===== config.mk =====
export PLATFORM = sky130hd
export DESIGN_NAME = bcd_conv_arbiter
export DESIGN_NICKNAME = d
export VERILOG_FILES = /design/src/rtl/bcd_pkg.sv /design/src/rtl/rr_arbiter.sv /design/src/rtl/bcd_conv_arbiter.sv
export SDC_FILE = /design/constraint.sdc
export NUM_CORES = 1
export LEC_CHECK = 0
export ABC_AREA = 1
export CAP_MARGIN = 20
export CORE_MARGIN = 8
export CORE_UTILIZATION = 32
export CTS_CLUSTER_DIAMETER = 100
export DETAILED_ROUTE_END_ITERATION = 10
export MAX_ROUTING_LAYER = met4
export PLACE_DENSITY = 0.71
export SETUP_SLACK_MARGIN = 0.3
export SYNTH_ARGS = -nofsm -noshare
export SYNTH_HDL_FRONTEND = slang
export SYNTH_SLANG_ARGS = --single-unit

===== constraint.sdc =====
create_clock -name clk -period 2.3 [get_ports clk]
set_input_delay 0.345 -clock clk [delete_from_list [all_inputs] [get_ports clk]]
set_output_delay 0.345 -clock clk [all_outputs]
set_load 0.05 [all_outputs]

===== src/rtl/bcd_pkg.sv =====
// Shared types and constants for the BCD converter arbiter.
package bcd_pkg;
  typedef enum logic [2:0] {S_IDLE, S_LOAD, S_RUN, S_CAPT, S_REL} state_t;

  localparam int         BCD_MAX      = 9999;
  localparam logic [7:0] DASH_CODE    = 8'h0F;
  localparam int         CONV_MIN_LAT = 30;

  typedef struct packed {
    logic [1:0]  id;
    logic        ovf;
    logic [31:0] dig;
  } res_t;
endpackage


===== src/rtl/rr_arbiter.sv =====
// Round-robin requester search starting at rr_ptr; pointer moves past the served id.
module rr_arbiter import bcd_pkg::*; #(
  parameter int NREQ = 3
) (
  input  logic            clk,
  input  logic            reset,
  input  logic [NREQ-1:0] req,
  input  logic            adv,
  input  logic [1:0]      adv_id,
  output logic [1:0]      sel_id,
  output logic            any_req
);
  logic [1:0] rr_ptr;
  logic [3:0] req_pad;
  logic [2:0] sum;

  assign req_pad = 4'(req);

  // Walk downward so the closest set bit at or after rr_ptr wins.
  always_comb begin
    sel_id  = '0;
    any_req = 1'b0;
    sum     = '0;
    for (int k = NREQ-1; k >= 0; k--) begin
      sum = {1'b0, rr_ptr} + 3'(k);
      if (sum >= 3'(NREQ)) sum = sum - 3'(NREQ);
      if (req_pad[sum[1:0]]) begin
        any_req = 1'b1;
        sel_id  = sum[1:0];
      end
    end
  end

  always_ff @(posedge clk or negedge reset) begin
    if (!reset)   rr_ptr <= '0;
    else if (adv) rr_ptr <= (adv_id >= 2'(NREQ-1)) ? 2'd0 : adv_id + 2'd1;
  end
endmodule


===== src/rtl/bcd_conv_arbiter.sv =====
// Shares one external double-dabble converter between NREQ requesters; results are
// captured after a fixed latency and returned tagged with the requester id.
module bcd_conv_arbiter import bcd_pkg::*; #(
  parameter int         NREQ     = 3,
  parameter int         DATA_W   = 28,
  parameter int         CONV_LAT = 31,
  parameter logic [7:0] DASH     = DASH_CODE
) (
  input  logic                   clk,
  input  logic                   reset,
  input  logic [NREQ-1:0]        req,
  input  logic [NREQ*DATA_W-1:0] req_data,
  output logic [NREQ-1:0]        grant,
  output logic                   res_valid,
  output logic [1:0]             res_id,
  output logic [31:0]            res_dig,
  output logic                   res_ovf,
  output logic [DATA_W-1:0]      conv_ans,
  output logic                   conv_go,
  input  logic [7:0]             conv_dig0,
  input  logic [7:0]             conv_dig1,
  input  logic [7:0]             conv_dig2,
  input  logic [7:0]             conv_dig3
);
  localparam int CNT_W = $clog2(CONV_LAT + 1);

  if (NREQ < 2 || NREQ > 4 || CONV_LAT < CONV_MIN_LAT) begin : g_param_err
    $error("bcd_conv_arbiter: NREQ must be 2..4 and CONV_LAT >= %0d", CONV_MIN_LAT);
  end

  logic [NREQ-1:0][DATA_W-1:0] data_arr;
  state_t                      state, nxt;
  logic [CNT_W-1:0]            cnt, cnt_nxt;
  logic                        ovf_q, ovf_nxt, ld, capt, any_req;
  logic [1:0]                  id_q, sel_id;
  res_t                        res_q;

  assign data_arr = req_data;

  rr_arbiter #(.NREQ(NREQ)) u_arb (
    .clk     (clk),
    .reset   (reset),
    .req     (req),
    .adv     (state == S_CAPT),
    .adv_id  (id_q),
    .sel_id  (sel_id),
    .any_req (any_req)
  );

  always_comb begin
    nxt     = state;
    cnt_nxt = cnt;
    ovf_nxt = ovf_q;
    ld      = 1'b0;
    capt    = 1'b0;
    case (state)
      S_IDLE: if (any_req) begin
        ld  = 1'b1;
        nxt = S_LOAD;
      end
      // conv_go stays low here so the converter sees a settled value first
      S_LOAD: if (conv_ans > DATA_W'(BCD_MAX)) begin
        ovf_nxt = 1'b1;
        capt    = 1'b1;
        nxt     = S_CAPT;
      end else begin
        ovf_nxt = 1'b0;
        cnt_nxt = CNT_W'(CONV_LAT - 1);
        nxt     = S_RUN;
      end
      S_RUN: if (cnt == '0) begin
        capt = 1'b1;
        nxt  = S_CAPT;
      end else begin
        cnt_nxt = cnt - 1'b1;
      end
      S_CAPT: begin
        cnt_nxt = CNT_W'(1);
        nxt     = S_REL;
      end
      S_REL: if (cnt == '0) nxt = S_IDLE;
             else           cnt_nxt = cnt - 1'b1;
      default: nxt = S_IDLE;
    endcase
  end

  always_ff @(posedge clk or negedge reset) begin
    if (!reset) begin
      state     <= S_IDLE;
      cnt       <= '0;
      ovf_q     <= 1'b0;
      id_q      <= '0;
      conv_ans  <= '0;
      res_valid <= 1'b0;
      grant     <= '0;
      res_q     <= '0;
    end else begin
      state     <= nxt;
      cnt       <= cnt_nxt;
      ovf_q     <= ovf_nxt;
      res_valid <= capt;
      grant     <= capt ? (NREQ'(1) << id_q) : '0;
      if (ld) begin
        id_q     <= sel_id;
        conv_ans <= data_arr[sel_id];
      end
      if (capt) begin
        res_q.id  <= id_q;
        res_q.ovf <= ovf_nxt;
        res_q.dig <= ovf_nxt ? {4{DASH}} : {conv_dig3, conv_dig2, conv_dig1, conv_dig0};
      end
    end
  end

  assign conv_go = (state == S_RUN) || (state == S_CAPT && !ovf_q);
  assign res_id  = res_q.id;
  assign res_ovf = res_q.ovf;
  assign res_dig = res_q.dig;
endmodule


==> results of run 1 <==
registers in the layout, indices dropped and copies added (netlist names):
name,count
res_id,2
state,3
cnt,5
res_ovf,1
ovf_q,1
conv_ans,28
u_arb.rr_ptr,2
grant,3
res_dig,32
res_valid,1
id_q,2
synthesized netlist by cell type (4+ instances only):
cell type / number
buf_2: 7
nand3b_1: 16
nand2_1: 153
inv_2: 5
nand2_2: 4
nand4_1: 19
a21oi_1: 31
o21ai_0: 11
or2_2: 14
nor2_1: 67
inv_1: 79
buf_4: 7
clkbuf_1: 6
buf_6: 5
dfrtp_1: 80
buf_1: 6
nand3_1: 82
report_power, final:
part,switching [mW],internal (mW)
clock,0.622,0.855
combinational,4.53,2.68
sequential,0.375,2.01
total,5.53,5.55
routing by layer:
layer,global-route usage,share of wire
met2,0.247,0.45
met4,0.0389,0.0075
met5,-,0
met3,0.0568,0.088
met1,0.196,0.46
timing repair:
item | in CTS | in global routing
buffers inserted | 0 | 9
cloned | 0 | 5
resized for setup | 2 | 24
endpoints found under the setup margin | 18 | 52
endpoints found under the hold margin | 15 | 0
hold buffers | 1 | 0
pin swaps | 0 | 4
final timing paths:
path,from,end,slack [ns],depth (start not counted)
max in group asynchronous,reset,conv_ans[6]$_DFFE_PN0P_,1.30,3
worst max register to register,u_arb.rr_ptr[0]$_DFFE_PN0P_,conv_ans[10]$_DFFE_PN0P_,0.35,12
min in group clk,id_q[1]$_DFFE_PN0P_,grant[1]$_DFF_PN0_,0.47,1
worst max-delay path,u_arb.rr_ptr[0]$_DFFE_PN0P_,conv_ans[10]$_DFFE_PN0P_,0.35,12
worst min-delay path,reset,res_dig[10]$_DFFE_PN0P_,0.42,2
worst min register to register,id_q[1]$_DFFE_PN0P_,grant[1]$_DFF_PN0_,0.47,1
cell type report:
class                      count  area (um^2)
inverter                      86          333
multi-input combinational    425         2120
tap                          180          225
clock inverter                 7         77.6
timing repair buffer         215         2240
fill                        1350         6650
clock buffer                   9          225
sequential                    80         2000
worst max-delay path, cell delays in order (launching register included):
cell,delay [ns]
dfrtp_1,0.40
buf_4,0.15
ha_4,0.17
nand2_1,0.11
nand3_2,0.13
nand2_1,0.13
nand4_4,0.17
nand2_8,0.16
buf_12,0.11
nor2_4,0.03
buf_12,0.14
nand3_1,0.07
nand2_1,0.06
cell families after synthesis:
logic type | Yosys count | synth area share
AOI/OAI and AO/OA | 48 | 0.0549
xor gates and xnor gates | 1 | 0.00193
adders and majority gates | 3 | 0.00828
buffers and inverters | 118 | 0.115
DFF | 80 | 0.442
and+or+nand+nor | 370 | 0.379
==> summary.log, run 1 <==
qor: yosys.synth-edff-count 0
qor: critical_path.required 2.52 ns
qor: drt.drcViolationCount 0
qor: place.place_congestion 0.819
qor: flow_run.cap_violations 0
qor: drt.wl_per_cell 14.9 um
qor: drt.drt-initial-drc-count 195
qor: sta.tns 0 ns
qor: sta.finalWorstSetupSlack 0.345 ns
qor: die.placementRows 43
qor: yosys.synth-main-ff-cell dfrtp_1
qor: clocking.clk_latency 0.33 ns
qor: yosys.ys.warnings.count 0
qor: sta.worst_slew_margin_rel 0.617
qor: drt.number_of_antenna_violating_nets_in_the_routed_design 0
qor: final_layout.numnets_final 941
qor: clocking.cts-buffers-inserted 9
qor: power.pwr_density_cell 1530 mW/mm^2
qor: hold_path.min-delay-path-class primary input to asynchronous set/reset pin
qor: global_routing.grt_antenna_before_repair 0
qor: final_layout.fin_area 0.00723 mm^2
qor: global_routing.remaining_global_route_overflow 0
qor: yosys.postSynthRegisterBits 80
qor: critical_path.timing.critical_path.arrival 2.17 ns
qor: sta.finalSetupViolCount 0
qor: yosys.post-synth-top-area-fraction 0.442
qor: sta.layout_min_cycle_time 1.95 ns
qor: yosys.post_synth_instance_area 0.00453 mm^2
qor: die.dieWidth 135 um
qor: yosys.yosys-top-cells-area dfrtp_1 (44%), nand2_1 (13%), nand3_1 (9.1%)
qor: critical_path.cp-end-kind flop
qor: yosys.synth_area_leader_cell dfrtp_1
qor: yosys.post_synthesis_net_count 744
qor: yosys.synth.yosys.seq_area_share 0.442
qor: yosys.async_reset_ff_frac 1.00
qor: final_layout.area_growth_syn_to_layout 59.5%
qor: global_routing.first_global_vias 4541
qor: sta.maxSlewViolCount 0
qor: critical_path.category_of_the_worst_setup_path_launch_point flop
qor: drt.drt-total-wl 15000 um
qor: die.die_height 135 um
qor: final_layout.drive_above_1_share 0.109
qor: sta.achievable-frequency 0.512 GHz
qor: place.pre_cts_ws 0.193 ns
qor: final_layout.layoutNonFillerInstCount 1002
qor: die.design.core.area 0.0139 mm^2
qor: clocking.cts-root-buf clkbuf_16
qor: global_routing.pin_count_of_the_biggest_net_entering_global_routing 67
qor: drt.vias_per_cell 4.63
qor: yosys.netlist_instances 620
qor: clocking.clock_sink_count 80
qor: critical_path.critical_path.max_fanout 9
qor: global_routing.globalRouteTotalUtil 0.160
qor: place.dpl.cell_count 971
qor: clocking.cts_tree built
qor: sta.largest_clock_skew_in_the_final_design 0.00623 ns
qor: power.power.total 11.1 mW
qor: final_layout.final_common_cell clkdlybuf4s50_1
qor: power.leakagePower 3.48 nW
qor: final_layout.antenna_cells_inserted 0
qor: critical_path.timing.setup.critical_path_class flop to flop
qor: sta.rsz0062_at_grt true
qor: sta.slew_worst_pin 0.573 ns
qor: drt.route.vias.total 4635
qor: drt.detail_route.first_pass.iterations 4
qor: final_layout.mostFrequentLayoutCells clkdlybuf4s50_1 (185), nand2_1 (152), dfrtp_1 (80), nand3_1 (79), inv_1 (76)
qor: place.port_buffers 188
qor: outcome.status finished clean
qor: place.hpwlAfterDp 10700 um
qor: place.dpl-instance-area 0.00662 mm^2
qor: clocking.cts-root-to-sink-buffers 2
qor: die.initial_core_util 0.327
qor: sta.holdWs 0.422 ns
qor: clocking.cts.clk_slew.worst_paths 0.06 ns
qor: die.die_footprint 0.0182 mm^2
qor: clocking.htree_num_levels 3
qor: power.vdd.ir_drop.worst 0.750 mV
qor: sta.final_hold_vios 0
qor: die.io_pins 189
qor: sta.period_share 0.850
qor: yosys.syn_avg_cell_area 7.31 um^2
qor: yosys.synthDistinctLibCells 35
qor: global_routing.grt_pass1_wl 22700 um
qor: final_layout.finish.utilization 0.521
(Power assumes the default switching activity.)
==> run 2, diff against run 1 <==
Clock period 2.3 ns to 1.8 ns, I/O delays scaled along.
==> run 2 against run 1 <==
Global-route usage up 3.6 points. Power grew 61%. Register-to-register slack worse by 0.54 ns. The run now ends with setup timing left. Utilization is 11 points higher. Clock-buffer cell count up 2. Sequential share of layout area is 4.7 points lower. Largest cell class unchanged. Largest power group unchanged. Clock skew up 0.0070 ns. Wire length grew 23%. Worst setup slack got worse by 0.54 ns. First-iteration DRC count rose by 23%.
==> summary.log, run 2 (synthesized netlist as in run 1, its figures left out) <==
qor: flow_run.cap_violations 0 [unchanged]
qor: drt.drt-initial-drc-count 239 [was 195]
qor: clocking.htree_num_levels 3 [unchanged]
qor: final_layout.fillerInstances 1149 [was 1350]
qor: drt.top_layer met4 [unchanged]
qor: sta.finalWorstSetupSlack -0.199 ns [was 0.345 ns]
qor: global_routing.pin_count_of_the_biggest_net_entering_global_routing 35 [was 67]
qor: final_layout.numnets_final 1014 [was 941]
qor: critical_path.crit_cells 12 [unchanged]
qor: place.place_congestion 0.840 [was 0.819]
qor: clocking.cts-root-to-sink-buffers 2 [unchanged]
qor: outcome.violations setup timing
qor: sta.finalSetupViolCount 30 [was 0]
qor: sta.period_share 1.11 [was 0.850]
qor: global_routing.grt_antenna_before_repair 0 [unchanged]
qor: critical_path.critical_path.max_fanout 8 [was 9]
qor: place.port_buffers 188 [unchanged]
qor: hold_path.min-delay-path-class primary input to asynchronous set/reset pin [unchanged]
qor: die.die_footprint 0.0182 mm^2 [unchanged]
qor: sta.slew_worst_pin 0.529 ns [was 0.573 ns]
qor: power.pwr_density_cell 2030 mW/mm^2 [was 1530 mW/mm^2]
qor: final_layout.largest_reg_flops 32 [unchanged]
qor: sta.holdWs 0.471 ns [was 0.422 ns]
qor: critical_path.path_delay_family simple AND/OR/NAND/NOR gates [unchanged]
qor: sta.achievable-frequency 0.500 GHz [was 0.512 GHz]
qor: drt.wl_met2 8900 um [was 6690 um]
qor: drt.wl_per_cell 17.2 um [was 14.9 um]
qor: critical_path.worstReg2RegStart u_arb.rr_ptr[1]$_DFFE_PN0P_ [was u_arb.rr_ptr[0]$_DFFE_PN0P_]
qor: final_layout.multiInputGateArea 0.00289 mm^2 [was 0.00212 mm^2]
qor: critical_path.timing.setup.critical_path_class flop to flop [unchanged]
qor: sta.final_hold_vios 0 [unchanged]
qor: global_routing.grt_pass1_wl 27800 um [was 22700 um]
qor: sta.largest_clock_skew_in_the_final_design 0.0132 ns [was 0.00623 ns]
qor: drt.detail_route.first_pass.iterations 4 [unchanged]
qor: critical_path.rrSetupSlack -0.20 ns [was 0.35 ns]
qor: die.design.core.area 0.0139 mm^2 [unchanged]
qor: final_layout.area_growth_syn_to_layout 93.4% [was 59.5%]
qor: critical_path.cp-end-kind flop [unchanged]
qor: final_layout.antenna_cells_inserted 0 [unchanged]
qor: global_routing.remaining_global_route_overflow 0 [unchanged]
qor: outcome.status finished with violations [was finished clean]
qor: power.power.total 17.8 mW [was 11.1 mW]
qor: critical_path.timing.rr.end conv_ans[6]$_DFFE_PN0P_ [was conv_ans[10]$_DFFE_PN0P_]
qor: critical_path.category_of_the_worst_setup_path_launch_point flop [unchanged]
qor: place.dpl-instance-area 0.00684 mm^2 [was 0.00662 mm^2]
qor: critical_path.timing.critical_path.arrival 2.20 ns [was 2.17 ns]
qor: sta.rsz0062_at_grt true [unchanged]
qor: clocking.cts-root-buf clkbuf_16 [unchanged]
qor: critical_path.critPathMaxStageDelay 0.42 ns [was 0.40 ns]
qor: drt.drt-total-wl 18500 um [was 15000 um]
qor: drt.drcViolationCount 0 [unchanged]
qor: clocking.clk_latency 0.34 ns [was 0.33 ns]
qor: sta.layout_min_cycle_time 2.00 ns [was 1.95 ns]
qor: place.pre_cts_ws -0.229 ns [was 0.193 ns]
qor: final_layout.fin_area 0.00877 mm^2 [was 0.00723 mm^2]
qor: place.hpwlAfterDp 11100 um [was 10700 um]
qor: sta.maxSlewViolCount 0 [unchanged]
qor: critical_path.critical_path_cell_by_cell ha_4 -> inv_4 -> o21ai_2 -> nor2_2 -> buf_4 -> inv_2 -> nand4_4 -> nand2_8 -> buf_12 -> nor2_4 -> a21oi_2 -> nand2_1 [was buf_4 -> ha_4 -> nand2_1 -> nand3_2 -> nand2_1 -> nand4_4 -> nand2_8 -> buf_12 -> nor2_4 -> buf_12 -> nand3_1 -> nand2_1]
qor: drt.met1_length 8040 um [was 6840 um]
qor: final_layout.mostFrequentLayoutCells clkdlybuf4s50_1 (119), nand2_1 (112), buf_4 (97), inv_1 (67), dfrtp_1 (66) [was clkdlybuf4s50_1 (185), nand2_1 (152), dfrtp_1 (80), nand3_1 (79), inv_1 (76)]
qor: drt.vias_per_cell 4.83 [was 4.63]
qor: critical_path.worstRegToRegCells 12 [unchanged]
qor: final_layout.sequential_cell_area_in_the_final_layout 0.00202 mm^2 [was 0.00200 mm^2]
qor: die.initial_core_util 0.327 [unchanged]
qor: final_layout.drive_above_1_share 0.422 [was 0.109]
qor: die.placementRows 43 [unchanged]
qor: die.die_height 135 um [unchanged]
qor: sta.worst_slew_margin_rel 0.648 [was 0.617]
qor: clocking.cts-buffers-inserted 9 [unchanged]
qor: final_layout.final_common_cell clkdlybuf4s50_1 [unchanged]
qor: critical_path.required 2.00 ns [was 2.52 ns]
qor: sta.tns -3.28 ns [was 0 ns]
qor: critical_path.critical_path_buf_inv_count 4 [was 3]
qor: drt.number_of_antenna_violating_nets_in_the_routed_design 0 [unchanged]
qor: clocking.cts.clk_slew.worst_paths 0.06 ns [about the same]
qor: critical_path.worst_path_max_delay_cell dfrtp_1 [unchanged]
qor: power.leakagePower 4.25 nW [was 3.48 nW]
qor: global_routing.first_global_vias 5353 [was 4541]
qor: die.io_pins 189 [unchanged]
qor: die.dieWidth 135 um [unchanged]
qor: critical_path.crit_start u_arb.rr_ptr[1]$_DFFE_PN0P_ [was u_arb.rr_ptr[0]$_DFFE_PN0P_]
qor: drt.routed-wl-met3 1310 um [unchanged]
qor: drt.route.vias.total 5197 [was 4635]
qor: clocking.cts_tree built [unchanged]
qor: global_routing.globalRouteTotalUtil 0.196 [was 0.160]
qor: power.vdd.ir_drop.worst 1.05 mV [was 0.750 mV]
qor: critical_path.crit_end conv_ans[6]$_DFFE_PN0P_ [was conv_ans[10]$_DFFE_PN0P_]
qor: clocking.clock_sink_count 80 [unchanged]
==> run 2: changes by cell type in the layout (fill, tap and decap cells not counted), sizes merged, moves of 2 or more <==
cell	before	now
nand2	159	163
nor2	73	71
clkdlybuf4s15	0	6
dlygate4sd2	0	2
clkbuf	11	29
clkdlybuf4s50	185	119
inv	89	86
buf	26	139
==> run 2: metal layers <==
| metal | global-route usage | vias up |
|---|---|---|
| met5 | - | - |
| met1 | 0.246 | 2441 |
| met4 | 0.0481 | 0 |
| met3 | 0.0524 | 16 |
| met2 | 0.309 | 222 |
| li1 | - | 2518 |
==> run 2: cell type report <==
| type | instances | area share |
|---|---|---|
| Multi-Input combinational cell | 427 | 0.330 |
| Timing Repair Buffer | 286 | 0.341 |
| Clock buffer | 11 | 0.0277 |
| Inverter | 86 | 0.0391 |
| Clock inverter | 5 | 0.00642 |
| Sequential cell | 80 | 0.230 |
| Tap cell | 180 | 0.0257 |
==> run 2: stage by stage <==
| stage | utilization | cells |
|---|---|---|
| 3_3_place_gp | 0.493 | 987 |
| 2_1_floorplan | - | 620 |
| 5_1_grt | 0.632 | 1075 |
| 6_report | 0.632 | 1075 |
| 3_5_place_dp | 0.493 | 987 |
| 4_1_cts | 0.596 | 1053 |
==> run 2: worst min-delay path by stage <==
| stage | end | slack (ns) | cells after the start |
|---|---|---|---|
| detailed placement | res_dig[4]$_DFFE_PN0P_ | 0.27 | 1 |
| CTS | res_dig[4]$_DFFE_PN0P_ | 0.47 | 2 |
| global placement | res_dig[4]$_DFFE_PN0P_ | 0.27 | 1 |
| finish | res_dig[31]$_DFFE_PN0P_ | 0.47 | 2 |
| floorplan | cnt[0]$_DFFE_PN0P_ | -0.03 | 0 |
| global route | res_dig[4]$_DFFE_PN0P_ | 0.49 | 2 |
==> run 2: report_power, final <==
part / internal (mW) / switching [mW] / total, mW / leakage [nW]
Combinational: 5.35 / 7.36 / 12.7 / 3.13
Clock: 1.11 / 0.734 / 1.85 / 0.146
Sequential: 2.60 / 0.641 / 3.24 / 0.971
Total: 9.06 / 8.74 / 17.8 / 4.25
==> run 2: repair_timing <==
item / 4_1_cts / 5_1_grt
pin swaps: 84 / 59
setup buffers: 33 / 19
setup endpoints to repair: 100 / 96
hold buffers: 1 / 0
gates resized for setup: 173 / 117
hold endpoints to repair: 32 / 0
cloned: 16 / 3
==> run 3, diff against run 2 <==
Settings changed: GPL_TIMING_DRIVEN set to 0.
==> run 3 against run 2 <==
The run still ends with setup timing left. Sequential share of layout area is 1.9 points higher. Highest routed layer unchanged. Power is 12% lower. Via count is 3.7% lower. Design area is 7.6% lower. Utilization is 4.8 points lower. Global-route usage is 1.4 points lower. Clock-buffer cell count stayed put. Worst hold slack worse by 0.072 ns. Clock skew hardly changed. Critical path depth is 1 higher.
==> summary.log, run 3 (synthesized netlist as in run 1, its figures left out) <==
qor: power.pwr_density_cell 1940 mW/mm^2 [was 2030 mW/mm^2]
qor: power.leakagePower 3.91 nW [was 4.25 nW]
qor: power.power.total 15.7 mW [was 17.8 mW]
qor: drt.drt-total-wl 17400 um [was 18500 um]
qor: critical_path.required 2.03 ns [was 2.00 ns]
qor: clocking.clk_latency 0.34 ns [about the same]
qor: sta.final_hold_vios 0 [unchanged]
qor: sta.finalWorstSetupSlack -0.132 ns [was -0.199 ns]
qor: sta.slew_worst_pin 0.526 ns [was 0.529 ns]
qor: drt.drcViolationCount 0 [unchanged]
qor: sta.holdWs 0.400 ns [was 0.471 ns]
qor: clocking.cts-buffers-inserted 9 [unchanged]
qor: place.place_congestion 0.844 [was 0.840]
qor: critical_path.cp-end-kind flop [unchanged]
qor: place.dpl-instance-area 0.00684 mm^2 [about the same]
qor: drt.wl_per_cell 16.6 um [was 17.2 um]
qor: clocking.cts-root-buf clkbuf_16 [unchanged]
qor: place.pre_cts_ws -0.449 ns [was -0.229 ns]
qor: clocking.cts.clk_slew.worst_paths 0.07 ns [was 0.06 ns]
qor: drt.vias_per_cell 4.77 [was 4.83]
qor: global_routing.grt_antenna_before_repair 0 [unchanged]
qor: global_routing.pin_count_of_the_biggest_net_entering_global_routing 60 [was 35]
qor: die.die_footprint 0.0182 mm^2 [unchanged]
qor: hold_path.min-delay-path-class primary input to asynchronous set/reset pin [unchanged]
qor: global_routing.globalRouteTotalUtil 0.182 [was 0.196]
qor: drt.detail_route.first_pass.iterations 4 [unchanged]
qor: critical_path.timing.critical_path.arrival 2.16 ns [was 2.20 ns]
qor: sta.rsz0062_at_grt true [unchanged]
qor: drt.number_of_antenna_violating_nets_in_the_routed_design 0 [unchanged]
qor: clocking.cts-root-to-sink-buffers 2 [unchanged]
qor: sta.maxSlewViolCount 0 [unchanged]
qor: drt.drt-initial-drc-count 251 [was 239]
qor: sta.finalSetupViolCount 66 [was 30]
qor: critical_path.category_of_the_worst_setup_path_launch_point flop [unchanged]
qor: sta.largest_clock_skew_in_the_final_design 0.0134 ns [was 0.0132 ns]
qor: final_layout.antenna_cells_inserted 0 [unchanged]
qor: drt.route.vias.total 5003 [was 5197]
qor: global_routing.remaining_global_route_overflow 0 [unchanged]
qor: final_layout.drive_above_1_share 0.345 [was 0.422]
qor: die.die_height 135 um [unchanged]
qor: die.dieWidth 135 um [unchanged]
qor: final_layout.area_growth_syn_to_layout 78.8% [was 93.4%]
qor: sta.tns -4.83 ns [was -3.28 ns]
qor: outcome.status finished with violations [unchanged]
qor: clocking.cts_tree built [unchanged]
qor: final_layout.fin_area 0.00811 mm^2 [was 0.00877 mm^2]
qor: global_routing.first_global_vias 4982 [was 5353]
qor: place.hpwlAfterDp 11900 um [was 11100 um]
qor: die.io_pins 189 [unchanged]
qor: sta.achievable-frequency 0.518 GHz [was 0.500 GHz]
qor: final_layout.mostFrequentLayoutCells clkdlybuf4s50_1 (119), nand2_1 (118), dfrtp_1 (67), inv_1 (66), nor2_1 (57) [was clkdlybuf4s50_1 (119), nand2_1 (112), buf_4 (97), inv_1 (67), dfrtp_1 (66)]
qor: final_layout.numnets_final 988 [was 1014]
qor: sta.worst_slew_margin_rel 0.651 [was 0.648]
qor: die.design.core.area 0.0139 mm^2 [unchanged]
qor: global_routing.grt_pass1_wl 25600 um [was 27800 um]
qor: die.initial_core_util 0.327 [unchanged]
qor: sta.layout_min_cycle_time 1.93 ns [was 2.00 ns]
qor: clocking.clock_sink_count 80 [unchanged]
qor: place.port_buffers 188 [unchanged]
qor: power.vdd.ir_drop.worst 0.951 mV [was 1.05 mV]
qor: die.placementRows 43 [unchanged]
qor: critical_path.timing.setup.critical_path_class flop to flop [unchanged]
qor: critical_path.critical_path.max_fanout 6 [was 8]
qor: final_layout.final_common_cell clkdlybuf4s50_1 [unchanged]
qor: flow_run.cap_violations 0 [unchanged]
qor: clocking.htree_num_levels 3 [unchanged]
qor: outcome.violations setup timing [unchanged]
qor: final_layout.largest_reg_flops 32 [unchanged]
qor: sta.period_share 1.07 [was 1.11]
## run 3: cell types whose count changed in the layout (fill, tap and decap cells not counted), sizes merged
cell           before  now
clkinvlp            1    3
clkdlybuf4s15       6   42
clkbuf             29   43
buf               139   69
nand2             163  158
dlygate4sd2         2    1
bufbuf              1    0
inv                86   85
## run 3: area by class of cell
cell class              count  area (um^2)
clock buffers              11          233
repair buffers            232         2320
fillers                  1252         5780
repair inverters            1         8.76
clock inverters             5         57.6
multi-input cells         422         2550
plain buffers              32          353
well taps                 180          225
inverters                  86          340
flip-flops and latches     80         2020
## run 3: final timing paths
| path | cells past startpoint | endpoint | start | slack [ns] |
|---|---|---|---|---|
| worst max-delay path | 13 | res_dig[12]$_DFFE_PN0P_ | cnt[1]$_DFFE_PN0P_ | -0.13 |
| worst min-delay path | 2 | conv_ans[11]$_DFFE_PN0P_ | reset | 0.40 |
| worst max register to register | 13 | res_dig[12]$_DFFE_PN0P_ | cnt[1]$_DFFE_PN0P_ | -0.13 |
| worst min register to register | 2 | conv_ans[2]$_DFFE_PN0P_ | conv_ans[2]$_DFFE_PN0P_ | 0.49 |
| max in group asynchronous | 3 | conv_ans[19]$_DFFE_PN0P_ | reset | 0.77 |
| min in group clk | 2 | conv_ans[2]$_DFFE_PN0P_ | conv_ans[2]$_DFFE_PN0P_ | 0.49 |
## run 3: repair_timing
| item | 4_1_cts | 5_1_grt |
|---|---|---|
| pin swaps | 34 | 35 |
| hold buffers | 1 | 0 |
| endpoints found under the setup margin | 144 | 99 |
| resized for setup | 255 | 118 |
| hold endpoints to repair | 21 | 0 |
| setup buffers | 13 | 19 |
| cloned | 7 | 4 |
## run 3: power breakdown
group	internal, mW	switching, mW
clock network	1.07	0.748
registers	2.60	0.614
logic	4.05	6.64
## run 3: metal layers
metal	global-route usage	vias to the layer above	routed length (um)
met5	-	-	0
met4	0.0537	0	182
met3	0.0650	14	1600
met2	0.287	208	8440
met1	0.215	2323	7180
li1	-	2458	-
## run 3: critical path: stages (launching register included)
cell and delay (ns):
dfrtp_1 0.39, inv_2 0.08, ha_4 0.14, inv_2 0.04, nor2_4 0.12, nand2_2 0.08, nor2_4 0.12, inv_2 0.07
nor2_4 0.19, clkinv_4 0.18, buf_6 0.16, buf_8 0.12, nand3_2 0.06, nand2_1 0.05
## run 3: stage by stage
step / util / cells
CTS: 0.552 / 1026
global placement: 0.491 / 988
detailed placement: 0.493 / 989
global route: 0.584 / 1049
finish: 0.584 / 1049
floorplan: - / 620
